[config.mk]
export PLATFORM = sky130hd
export DESIGN_NAME = fetch_unit
export DESIGN_NICKNAME = d
export VERILOG_FILES = /design/src/rtl/fetch_unit.sv
export SDC_FILE = /design/constraint.sdc
export NUM_CORES = 1
export LEC_CHECK = 0
export BUFFER_PORTS_ARGS = -buffer_cell sky130_fd_sc_hd__buf_2
export CAP_MARGIN = 20
export CORE_MARGIN = 3
export CORE_UTILIZATION = 50
export DETAILED_ROUTE_END_ITERATION = 16
export PLACE_DENSITY_LB_ADDON = 0.15
export SETUP_SLACK_MARGIN = 0.3
export SYNTH_ARGS = -nofsm -noshare
export SYNTH_HDL_FRONTEND = slang
export SYNTH_SLANG_ARGS = --single-unit
[constraint.sdc]
create_clock -name clk -period 1.95 [get_ports clk]
set_input_delay 0.2925 -clock clk [delete_from_list [all_inputs] [get_ports clk]]
set_output_delay 0.2925 -clock clk [all_outputs]
set_load 0.005 [all_outputs]
[src/rtl/fetch_unit.sv]
`timescale 1ns/1ps
// Instruction-fetch front end: owns the PC, handshakes with instruction memory,
// parks one word across an ID freeze and turns taken branches into redirect + flush.
//
// state     | meaning
// IDLE      | post-reset cycle, no request
// FETCH     | request to pc outstanding
// DISCARD   | request outstanding but made stale by a branch; pc goes to redir on ack
// HOLD      | fetched word parked in hold_pc/hold_instr while ID is frozen
module fetch_unit #(
  parameter logic [31:0] RESET_PC = 32'h0000_0000,
  parameter logic [31:0] NOP      = 32'h0000_0000
) (
  input  logic        clk,
  input  logic        rst,
  input  logic        freeze,
  input  logic        branch_taken,
  input  logic [31:0] branch_target,
  output logic        imem_req,
  output logic [31:0] imem_addr,
  input  logic        imem_ack,
  input  logic [31:0] imem_rdata,
  output logic [31:0] pc_out,
  output logic [31:0] instr_out,
  output logic        valid,
  output logic        flush
);

  typedef enum logic [1:0] {
    S_IDLE    = 2'd0,
    S_FETCH   = 2'd1,
    S_DISCARD = 2'd2,
    S_HOLD    = 2'd3
  } state_t;

  state_t      state_q;
  logic [31:0] pc_q;
  logic [31:0] redir_q;
  logic [31:0] hold_pc_q;
  logic [31:0] hold_instr_q;
  logic [31:0] pc_out_q;
  logic [31:0] instr_out_q;
  logic        valid_q;
  logic        flush_q;

  logic        slot_free;
  logic [31:0] pc_inc;

  assign slot_free = !valid_q || !freeze;
  assign pc_inc    = pc_q + 32'd4;

  assign imem_req  = (state_q == S_FETCH) || (state_q == S_DISCARD);
  assign imem_addr = pc_q;
  assign pc_out    = pc_out_q;
  assign instr_out = instr_out_q;
  assign valid     = valid_q;
  assign flush     = flush_q;

  always_ff @(posedge clk) begin
    if (rst) begin
      state_q      <= S_IDLE;
      pc_q         <= RESET_PC;
      redir_q      <= '0;
      hold_pc_q    <= '0;
      hold_instr_q <= NOP;
      pc_out_q     <= '0;
      instr_out_q  <= NOP;
      valid_q      <= 1'b0;
      flush_q      <= 1'b0;
    end else begin
      flush_q <= branch_taken;
      if (branch_taken) begin
        // Branch overrides freeze and any parked word.
        valid_q      <= 1'b0;
        pc_out_q     <= '0;
        instr_out_q  <= NOP;
        hold_pc_q    <= '0;
        hold_instr_q <= NOP;
        case (state_q)
          S_FETCH, S_DISCARD: begin
            if (imem_ack) begin
              pc_q    <= branch_target;
              state_q <= S_FETCH;
            end else begin
              // Address must stay put until the pending ack, so park the target.
              redir_q <= branch_target;
              state_q <= S_DISCARD;
            end
          end
          default: begin
            pc_q    <= branch_target;
            state_q <= S_FETCH;
          end
        endcase
      end else begin
        case (state_q)
          S_IDLE: state_q <= S_FETCH;
          S_FETCH: begin
            if (imem_ack) begin
              pc_q <= pc_inc;
              if (slot_free) begin
                valid_q     <= 1'b1;
                pc_out_q    <= pc_inc;
                instr_out_q <= imem_rdata;
              end else begin
                hold_pc_q    <= pc_inc;
                hold_instr_q <= imem_rdata;
                state_q      <= S_HOLD;
              end
            end else if (slot_free) begin
              valid_q     <= 1'b0;
              pc_out_q    <= '0;
              instr_out_q <= NOP;
            end
          end
          S_DISCARD: begin
            if (imem_ack) begin
              pc_q        <= redir_q;
              state_q     <= S_FETCH;
              valid_q     <= 1'b0;
              pc_out_q    <= '0;
              instr_out_q <= NOP;
            end
          end
          S_HOLD: begin
            if (!freeze) begin
              valid_q     <= 1'b1;
              pc_out_q    <= hold_pc_q;
              instr_out_q <= hold_instr_q;
              state_q     <= S_FETCH;
            end
          end
          default: state_q <= S_IDLE;
        endcase
      end
    end
  end

endmodule

Word level (Yosys, flattened, before mapping)
Index checks and enable logic that the tools add are counted.

storage, ports and cells
  bits in registers = 196
  output and inout port bits = 99
  word-level logic and storage cells = 67

operators by class
  add/subtract/negate cells = 1
  equality and inequality tests = 11
  mux-type cells = 30
  bitwise gates (word level) = 2
  reductions and logical operators = 14

operator list
  kind                   count
  $mux 32                13
  $pmux 32 s3            2
  $pmux 32 s2            1
  $add 32x3->32 const B  1
  $ne 3x3->1 const B     5
  $mux 2                 7
  $reduce_and 4->1       3
  $pmux 2 s4             1
  $ne 2x2->1 const B     3
  $reduce_and 3->1       2
  $reduce_bool 3->1      2
  $mux 1                 5
  $eq 2x2->1 const B     2
  $reduce_or 2->1        2
  $pmux 1 s3             1
  $eq 2x1->1 const B     1
  $logic_not 1->1        2
  $logic_not 2->1        1
  $logic_or 1x1->1       2
  $not 1->1              2

Depth between registers and ports, before layout
Gate-level depths: netlist of run 1.

  word-level depth = 6
  depth in mapped cells = 10
  mapped depth without buffers = 7

Worst setup path before layout of run 1
OpenSTA, ideal clock, no wires.

  path type = flip-flop to flip-flop
  start point = register state_q[1]
  end point = register pc_out_q[10], in the netlist pc_out[10]
  arrival time = 1974 ps
  required time = 1818 ps
  setup slack = -156 ps
  stages on the path, launching flop included = 9
  path through = dfxtp_1 > inv_1 > ha_1 > clkbuf_1 > a21o_1 > a221oi_2 > clkbuf_1 > clkbuf_1 > a21oi_1

on the way
  cells in the longest elaborated chain, start to end = 3
  elaborated cells between the ends (all ways) = 9
  those cells by class = eq/ne: 6; mux: 1; reduce/logical: 2

ends and longest elaborated chain
  element                                                           line  source
  from (decl)                                                       36    state_t state_q;
  from (signal assigned)                                            61    state_q <= S_IDLE;
  from (signal assigned)                                            83    state_q <= S_FETCH;
  from (signal assigned)                                            87    state_q <= S_DISCARD;
  $eq 2x1->1 / $eq 2x2->1 (equally long branches)                   96    case (state_q)
  $ne 2x2->1 (no line) / $reduce_bool 3->1 (equally long branches)  --
  $reduce_and 4->1 (no line)                                        --
  to (signal assigned)                                              103   pc_out_q <= pc_inc;
  to (signal assigned)                                              128   pc_out_q <= hold_pc_q;
  to (decl)                                                         41    logic [31:0] pc_out_q;

Parallel ways exist; a longest one is shown, timed or not.
A chain may end at the register's enable or synchronous reset.

Final worst setup path of run 1
  start point = register pc_q[3], in the netlist imem_addr[3]
  end point = register pc_q[26], in the netlist imem_addr[26]

on the way
  cells in the longest elaborated chain, start to end = 4

ends and longest elaborated chain
  element                 line  source
  from (decl)             37    logic [31:0] pc_q;
  from (signal assigned)  82    pc_q <= branch_target;
  from (signal assigned)  91    pc_q <= branch_target;
  from (signal assigned)  100   pc_q <= pc_inc;
  $add 32x3->32           50    assign pc_inc = pc_q + 32'd4;
  $mux 32                 99    if (imem_ack) begin
  $pmux 32 s2             96
  $mux 32                 72    if (branch_taken) begin

Every way passes these cells. The select of a mux whose other input is x is not followed.

==> metrics.md, run 1 <==
| Metric | Value |
|---|---|
| Final hold vios | 0 |
| Cells after Synth | 1152 |
| Dpl hpwl | around 18000 microns |
| Yosys reg bits | ~200 |
| Wire length per cell | a little over 20 microns |
| CTS buffer count | 17 |
| Die area | about 0.020 sq mm |
| Antenna viol nets, final | 0 |
| Worst Path Arrival | 2.47 ns |
| Die Span X | 140 microns |
| Top-count cell post-synth | nand2_1 |
| Gr usage total | approximately 28% |
| Vias/cell | ~6.2 |
| Final worst-path setup slack | -0.152 ns |
| Die height | about 140 microns |
| Final setup vio count | 1 |
| Clock Path Buffers | 2 |
| Vias in the first global route | 8569 |
| Fin. max-slew vios | 0 |
| Period minus WS final | roughly 2.1 ns |
| CTS H-tree depth | 4 |
| Crit end category | flip-flop |
| Pleak | approximately 5.4 nW |
| Unrepaired setup endpoints after global routing | yes |
| Worst-path maximum fanout | 5 |
| Via Count | a little over 10000 |
| Max-cap violations | 0 |
| Share of layout cells above drive strength 1 | roughly two fifths |
| Worst-Margin Slew | approximately 0.55 ns |
| Clk_skew | about 0.012 ns |
| Yosys top cell area share | around 44% |
| Post-Syn Nets | ~1200 |
| Core Util, Final | between 70 and 80% |
| Number of diodes | 0 |
| Pwr/cell area | between 800 and 900 mW/mm^2 |
| CTS tree | done |
| Area leader, netlist | dfxtp_1 |
| Initial Util | 51.6% |
| Post-synth cell types | 64 |
| Max-slew headroom | between 60% and 70% |
| WS Path Type | reg -> reg |
| Peak VDD IR | between 0.6 and 0.7 mV |
| Critical path startpoint category | flip-flop |
| Drt pass-1 iters | 5 |
| Placeable core region | roughly 0.017 sq mm |
| Register area share after synthesis | about 44% |
| Number of enable flip-flop cells after synthesis | 0 |
| Pin count of the biggest net entering global routing | between 50 and 60 |
| Average size of a mapped cell | around 7.8 sq um |
| Fin area | ~0.014 sq mm |
| Most common flop cell mapped by yosys | dfxtp_1 |
| Ys Warns | 0 |
| Congestion Overflow GR | 0 |
| Routed wire length | between 30000 and 40000 microns |
| Synth top area cells | dfxtp_1 (44%), nand2_1 (8.3%), a21oi_1 (7.2%), a211oi_1 (4.8%), nor2_1 (4.3%) |
| CTS clk-pin slew, worst paths | 0.08 ns |
| RePlAce Congestion | around 0.91 |
| DRC | 0 |
| Later-pin clock latency in the skew report | 0.44 ns |
| Failing checks | negative setup slack |
| Final net count | between 1500 and 2000 |
| Tcrit/Tclk final | 108% |
| Port bufs | about 170 |
| FMAX | between 0.4 and 0.5 GHz |
| Area delta synth->final | 51.1% |
| First-pass GRT wire length | roughly 46000 microns |
| DP Area | between 0.01 and 0.015 sq mm |
| Root buffer cell | clkbuf_16 |
| Outcome | finished, violations left |
| Async S/R FF share, synth | 0% |
| Boundary Pins | about 170 |
| Req. time, crit path | between 2 and 2.5 ns |
| Initial antenna violation count | 0 |
| CTS sink cnt | 196 |
| Num rows | 48 |
| HP Class | in -> reg |
| DRT iter0 DRCs | between 1000 and 1500 |
| Post-synth top cells | nand2_1 (199), dfxtp_1 (196), a21oi_1 (129), nor2_1 (103), clkbuf_1 (83) |
| Post-Syn Area | between 0.008 and 0.009 sq mm |
==> routing by layer <==
metal | vias to the layer above | routed length, microns | global-route usage (%) | part of all wire (%)
met4 | 0 | 1310 | 9.69 | 3.8
met2 | 705 | 15700 | 42.2 | 46
li1 | 4693 | - | - | -
met5 | - | 0 | 0 | 0
met3 | 126 | 3180 | 5.91 | 9.3
met1 | 4841 | 14000 | 40.8 | 41
==> power breakdown <==
| group | total, mW | switching, mW | internal, mW |
|---|---|---|---|
| Combinational | 3.19 | 1.59 | 1.60 |
| Sequential | 4.44 | 0.212 | 4.22 |
| Clock | 3.43 | 1.72 | 1.71 |
| Total | 11.1 | 3.53 | 7.53 |
==> logic make-up after synthesis <==
group	count (synthesis)	synth area share [%]
AOI/OAI and AO/OA	404	27.8
xor gates and xnor gates	17	1.66
adders and majority gates	5	0.697
buffers and inverters	120	5.32
DFF	196	43.7
muxes	6	0.669
and+or+nand+nor	404	20.2
==> layout make-up <==
class                      count  area, sq um
multi-input combinational    837         5560
sequential                   196         3980
fill                        1179         3850
timing repair buffer         364         3130
clock buffer                  18          439
tap                          225          282
clock inverter                14          123
inverter                      13         55.1
==> repair_timing <==
item / CTS / global route
pin swaps: 16 / 66
gates cloned: 8 / 15
setup endpoints to repair: 113 / 180
endpoints found under the hold margin: 0 / 0
setup buffers: 31 / 48
gates resized for setup: 63 / 231
hold buffers: 0 / 0
==> worst max-delay path: stages (launching register included) <==
cell and delay (ns):
dfxtp_4 0.37, ha_4 0.14, and3_4 0.22, nand4_1 0.30, or4_1 0.63, a21o_1 0.24, a21oi_2 0.14
==> layout by cell type (no fill, tap or decap), types with 10 or more instances in the layout <==
master	Yosys	routed
a211oi_1	58	28
a211oi_2	0	30
a21oi_1	129	119
a21oi_2	0	10
a22oi_1	44	43
a31oi_1	22	21
buf_12	0	23
buf_2	13	167
buf_4	3	108
buf_6	0	41
clkbuf_16	0	28
dfxtp_1	196	172
dfxtp_2	0	13
dfxtp_4	0	11
inv_1	12	10
nand2_1	199	195
nand3_1	19	14
nor2_1	103	76
nor2_4	0	19
nor3_1	23	14
o211ai_1	10	10
o21ai_0	77	42
o21ai_1	16	29
o21ai_2	0	20
==> sequential cells by signal, summed over array words and instances, names as in the netlist <==
name	cells
hold_instr_q	32
hold_pc_q	32
imem_addr	32
instr_out	32
pc_out	32
redir_q	32
state_q	2
flush	1
valid	1
==> stage by stage <==
step / setup WS [ns] / power, mW / setup TNS [ns] / std cells / hold slack, ns
6_report: -0.152 / 11.1 / -0.152 / 1667 / 0.0925
5_1_grt: -0.144 / 11.4 / -0.161 / 1667 / 0.0952
4_1_cts: 0.0823 / 10.1 / 0 / 1604 / 0.0893
3_5_place_dp: 0.00931 / 6.33 / 0 / 1533 / 0.442
3_3_place_gp: 0.101 / 6.31 / 0 / 1533 / 0.437
2_1_floorplan: 0.159 / 5.62 / 0 / 1152 / 0.428
==> final timing paths <==
check,cells past startpoint,slack (ns),endpoint,startpoint
worst max register to register,6,-0.15,imem_addr[26],imem_addr[3]
worst max-delay path,6,-0.15,imem_addr[26],imem_addr[3]
worst min-delay path,3,0.09,redir_q[19],branch_target[19]
worst min register to register,2,0.45,redir_q[26],redir_q[26]
Power figures use the tool's default switching activity.
==> run 2, diff against run 1 <==
Settings changed: CORE_UTILIZATION 50 to 60, CTS_CLUSTER_DIAMETER from default to 50.
Clock period 1.95 ns to 2.5 ns, I/O delays scaled along.
==> metrics.md, run 2 (same netlist as run 1, synthesis figures left out) <==
| Metric | Value |
|---|---|
| HP Class | in -> reg |
| Routed wire length | 27000 microns (-21%) |
| Final hold vios | 0 (unchanged) |
| Area delta synth->final | 20.3% |
| CTS H-tree depth | 4 (unchanged) |
| Vias in the first global route | 7694 (-10%) |
| Port bufs | 167 (unchanged) |
| Fin area | 0.0108 sq mm (-20%) |
| Worst-path maximum fanout | 11 (+6) |
| Outcome | finished, final reports clean |
| Num rows | 44 (-8.3%) |
| Initial Util | 61.5% (+10 points) |
| Hold slack final | 0.174 ns (+0.0814 ns) |
| Number of diodes | 0 (unchanged) |
| Dpl hpwl | 17600 microns (-1.8%) |
| Later-pin clock latency in the skew report | 0.44 ns (about the same) |
| CTS sink cnt | 196 (unchanged) |
| FMAX | 0.465 GHz (-2.2%) |
| DRC | 0 (unchanged) |
| Final net count | 1359 (-9.6%) |
| Tcrit/Tclk final | 86.0% (-22 points) |
| Setup TNS | 0 ns (+0.152 ns) |
| CP max stage delay | 0.53 ns (-0.10 ns) |
| Commonest non-fill, non-tap cell in the layout | nand2_1 |
| Placeable core region | 0.0146 sq mm (-16%) |
| Critical path startpoint category | flip-flop |
| Root buffer cell | clkbuf_16 |
| Share of layout cells above drive strength 1 | 21.4% (-19 points) |
| WP buf/inv | 1 (+1) |
| Pwr/cell area | 698 mW/mm^2 (-14%) |
| Pleak | 4.19 nW (-22%) |
| Worst Path Arrival | 2.47 ns (about the same) |
| Antenna viol nets, final | 0 (unchanged) |
| CTS tree | done |
| Unrepaired setup endpoints after global routing | yes |
| Crit-path cells | nand4_1, nor4_2, buf_4, nand2_1, xor2_1, a31oi_1 |
| Initial antenna violation count | 0 (unchanged) |
| WS Path Type | reg -> reg |
| Final worst-path setup slack | 0.351 ns (+0.503 ns) |
| Period minus WS final | 2.15 ns (+0.0467 ns) |
| Max-slew headroom | 60.2% (-3.0 points) |
| Register cell area after layout | 0.00393 sq mm (-1.4%) |
| Gr usage total | 31.3% (+3.0 points) |
| Area of the multi-input gates | 0.00463 sq mm (-17%) |
| Worst-Margin Slew | 0.597 ns (+0.0467 ns) |
| CTS buffer count | 17 (unchanged) |
| Via Count | 9056 (-13%) |
| First-pass GRT wire length | 41500 microns (-9.1%) |
| Clk_skew | 0.00839 ns (-0.00333 ns) |
| CTS clk-pin slew, worst paths | 0.08 ns (about the same) |
| RePlAce Congestion | 0.989 (+8.7%) |
| Crit end category | flip-flop |
| Boundary Pins | 168 (unchanged) |
| Max-cap violations | 0 (unchanged) |
| Die height | 128 microns (-8.3%) |
| Slowest CP cell | dfxtp_1 |
| Peak VDD IR | 0.541 mV (-18%) |
| Place WS | 0.287 ns (+0.278 ns) |
| Fin. max-slew vios | 0 (unchanged) |
| Congestion Overflow GR | 0 (unchanged) |
| Die area | 0.0165 sq mm (-16%) |
| Overall power | 7.54 mW (-32%) |
| Top delay family on crit path | simple AND/OR/NAND/NOR gates |
| Clock Path Buffers | 2 (unchanged) |
| Final setup vio count | 0 (-1) |
| Req. time, crit path | 2.82 ns (+0.50 ns) |
| Drt pass-1 iters | 6 (+1) |
| DRT iter0 DRCs | 1023 (-17%) |
| Die Span X | 128 microns (-8.3%) |
| Commonest cells after routing, fill and taps aside | nand2_1 (198), dfxtp_1 (193), buf_2 (167) |
| Wire length per cell | 18.2 microns (-11%) |
| Pin count of the biggest net entering global routing | 57 (unchanged) |
| DP Area | 0.0101 sq mm (-6.2%) |
| Filler Cells Inserted | 1156 (-2.0%) |
| Vias/cell | 6.11 (-1.7%) |
run 2: changes by cell type in the layout (fill, tap and decap cells not counted), moves of 20 or more:
cell,previous run,this run
o21ai_2,20,0
o21ai_0,42,77
buf_6,41,2
a211oi_1,28,57
a211oi_2,30,1
buf_4,108,44
dfxtp_1,172,193
nor2_1,76,101
run 2: worst reg2reg max path, stage by stage, from the launching register on:
cell,delay (ns)
dfxtp_1,0.53
nand4_1,0.30
nor4_2,0.42
buf_4,0.24
nand2_1,0.08
xor2_1,0.33
a31oi_1,0.13
run 2: power breakdown:
| part | leakage (nW) | internal, mW | switching (mW) | total (mW) |
|---|---|---|---|---|
| Clock | 0.281 | 1.43 | 1.28 | 2.71 |
| Combinational | 2.32 | 0.539 | 0.850 | 1.39 |
| Sequential | 1.59 | 3.29 | 0.150 | 3.44 |
run 2: worst paths after layout:
kind,cells past startpoint,end,slack (ns),start
min reg2reg,2,redir_q[1],0.46,redir_q[1]
min,3,hold_instr_q[6],0.17,imem_rdata[6]
max,6,pc_out[25],0.35,imem_addr[15]
max reg2reg,6,pc_out[25],0.35,imem_addr[15]
run 2: routing by layer:
| layer | GRT usage [%] | part of all wire (%) | wire (microns) | vias up |
|---|---|---|---|---|
| li1 | - | - | - | 4390 |
| met5 | 0 | 0 | 0 | - |
| met2 | 43.1 | 43 | 11600 | 431 |
| met1 | 48.5 | 46 | 12500 | 4192 |
| met4 | 9.80 | 2.2 | 586 | 0 |
| met3 | 6.64 | 8.7 | 2350 | 43 |
run 2: cell type report:
cell class / count / area share [%]
clock inverters: 14 / 1.39
repair buffers: 221 / 12.7
well taps: 184 / 2.13
multi-input cells: 836 / 42.9
inverters: 13 / 0.487
flip-flops and latches: 196 / 36.4
clock buffers: 18 / 4.07
run 2: stage by stage:
| stage | utilization [%] | cells |
|---|---|---|
| finish | 74.0 | 1482 |
| global route | 74.0 | 1482 |
| CTS | 73.4 | 1477 |
| detailed placement | 69.0 | 1443 |
| global placement | 69.0 | 1443 |
| floorplan | - | 1152 |
run 2: what timing repair did:
item	4_1_cts	5_1_grt
pin swaps	1	3
gates cloned	1	2
buffers inserted	1	3
gates resized for setup	1	12
hold buffers	0	0
endpoints found under the setup margin	5	78
==> run 3, diff against run 2 <==
Settings changed: MAX_ROUTING_LAYER from default to met4.
==> metrics.md, run 3 (same netlist as run 1, synthesis figures left out) <==
| Metric | Value |
|---|---|
| Outcome | finished, final reports clean |
| Routed wire length | 27000 microns (about the same) |
| Pwr/cell area | 710 mW/mm^2 (+1.7%) |
| Antenna viol nets, final | 0 (unchanged) |
| Crit-path cells | nand4_1, nor4_4, and3_1, xnor2_1, a211oi_1 |
| Final setup vio count | 0 (unchanged) |
| WS Path Type | reg -> reg |
| Worst-Margin Slew | 0.593 ns (-0.00429 ns) |
| CTS H-tree depth | 4 (unchanged) |
| Worst Path Arrival | 2.49 ns (+0.02 ns) |
| Congestion Overflow GR | 0 (unchanged) |
| Initial antenna violation count | 0 (unchanged) |
| RePlAce Congestion | 1.05 (+6.4%) |
| Area of the multi-input gates | 0.00466 sq mm (+0.51%) |
| Fin. max-slew vios | 0 (unchanged) |
| CTS clk-pin slew, worst paths | 0.07 ns (about the same) |
| Vias/cell | 6.15 (+0.60%) |
| Boundary Pins | 168 (unchanged) |
| Clock Path Buffers | 2 (unchanged) |
| Worst-path maximum fanout | 8 (-3) |
| Reg2reg setup slack | 0.34 ns (about the same) |
| Initial Util | 61.5% (unchanged) |
| Final net count | 1355 (-0.29%) |
| Req. time, crit path | 2.83 ns (about the same) |
| Hold path startpoint | imem_rdata[6] |
| Wire length per cell | 18.3 microns (+0.33%) |
| Area delta synth->final | 20.5% |
| DRT iter0 DRCs | 1171 (+14%) |
| Dpl hpwl | 18000 microns (+1.8%) |
| Later-pin clock latency in the skew report | 0.43 ns (about the same) |
| Number of diodes | 0 (unchanged) |
| Period minus WS final | 2.16 ns (+0.0113 ns) |
| Vias in the first global route | 7822 (+1.7%) |
| Gr usage total | 32.3% (+1.1 points) |
| Slowest CP cell | dfxtp_1 |
| Critical path startpoint category | flip-flop |
| Setup TNS | 0 ns (unchanged) |
| Register cell area after layout | 0.00393 sq mm (about the same) |
| Die Span X | 128 microns (unchanged) |
| RR Startpoint | imem_addr[22] |
| Commonest non-fill, non-tap cell in the layout | nand2_1 |
| Commonest cells after routing, fill and taps aside | nand2_1 (197), dfxtp_1 (192), buf_2 (167) |
| Die height | 128 microns (unchanged) |
| Peak VDD IR | 0.832 mV (+54%) |
| FMAX | 0.463 GHz (-0.52%) |
| CTS sink cnt | 196 (unchanged) |
| Drt pass-1 iters | 5 (-1) |
| DRC | 0 (unchanged) |
| Share of layout cells above drive strength 1 | 21.3% (-0.072 points) |
| Fin cells | 1477 (-0.34%) |
| Crit end category | flip-flop |
| Hold depth | 3 (unchanged) |
| Worst reg2reg path depth | 5 (-1) |
| HP Class | in -> reg |
| Hold slack final | 0.188 ns (+0.0137 ns) |
| Num rows | 44 (unchanged) |
| Final hold vios | 0 (unchanged) |
| Worst R2R End | hold_pc_q[31] |
| Cell total after placement | 1441 (-0.14%) |
| Pleak | 4.21 nW (+0.42%) |
| CP max stage delay | 0.47 ns (-0.06 ns) |
| Max-slew headroom | 60.2% (about the same) |
| Filler Cells Inserted | 1126 (-2.6%) |
| Tcrit/Tclk final | 86.4% (+0.45 points) |
| Clk_skew | 0.00851 ns (+0.000127 ns) |
| Unrepaired setup endpoints after global routing | yes |
| Die area | 0.0165 sq mm (unchanged) |
| First-pass GRT wire length | 41500 microns (+0.15%) |
| Pin count of the biggest net entering global routing | 96 (+68%) |
| CTS tree | done |
| Max-cap violations | 0 (unchanged) |
| Placeable core region | 0.0146 sq mm (unchanged) |
| Hold worst-path end | hold_instr_q[6] |
| CTS buffer count | 17 (unchanged) |
| Root buffer cell | clkbuf_16 |
| Port bufs | 167 (unchanged) |
| Via Count | 9080 (+0.27%) |
## run 3: cell count changes in the layout (fill, tap and decap cells not counted), moves of 2 or more
cell | previous run | this run
clkinvlp_4 | 4 | 1
clkbuf_8 | 1 | 4
clkinv_2 | 2 | 0
buf_4 | 44 | 39
clkinv_8 | 2 | 0
buf_8 | 0 | 2
bufinv_16 | 1 | 3
## run 3: worst max-delay path by stage
stage,startpoint,end,slack (ns)
2_1_floorplan,state_q[1],pc_out[10],0.39
3_3_place_gp,state_q[0],imem_addr[29],0.32
3_5_place_dp,imem_addr[2],imem_addr[26],0.22
4_1_cts,state_q[1],pc_out[31],0.32
5_1_grt,imem_addr[22],hold_pc_q[31],0.26
6_report,imem_addr[22],hold_pc_q[31],0.34
## run 3: repair_timing
item / in CTS / in global routing
pin swaps: 1 / 1
hold buffers: 0 / 0
resized for setup: 2 / 19
gates cloned: 0 / 2
buffers inserted: 1 / 2
setup endpoints to repair: 4 / 83
hold endpoints to repair: 0 / 0
## run 3: power by group
part | internal (mW) | switching (mW) | leakage [nW]
clock | 1.69 | 1.19 | 0.303
combinational | 0.519 | 0.836 | 2.31
sequential | 3.29 | 0.155 | 1.59
total | 5.50 | 2.18 | 4.21
## run 3: per-layer routing
metal	up-vias	part of all wire, %	global-route usage [%]
li1	4378	-	-
met1	4225	45	48.2
met2	446	44	44.9
met3	31	9.1	6.56
met4	0	1.6	7.68
met5	-	0	-
## run 3: area by class of cell
type                    instances  area share, %
flip-flops and latches        196           36.3
well taps                     184           2.13
clock inverters                 9           1.31
repair buffers                217           12.3
clock buffers                  22           4.48
inverters                      13          0.451
multi-input cells             836           43.0
## run 3: per-stage QoR
| step | utilization [%] | cell area (sq um) | power, mW | setup WS, ns |
|---|---|---|---|---|
| floorplan | - | 8980 | 4.25 | 0.394 |
| detailed placement | 69.1 | 10100 | 4.77 | 0.218 |
| global placement | 69.1 | 10100 | 4.75 | 0.318 |
| global route | 74.1 | 10800 | 7.98 | 0.260 |
| finish | 74.1 | 10800 | 7.68 | 0.340 |
| CTS | 73.4 | 10700 | 7.62 | 0.325 |
## run 3: worst max-delay path, delay by kind of cell (launching register included)
| family | cells | cell delay [ns] |
|---|---|---|
| AO/OA/AOI/OAI | 1 | 0.27 |
| XOR/XNOR | 1 | 0.16 |
| AND/OR/NAND/NOR | 3 | 1.16 |
| flip-flops | 1 | 0.47 |
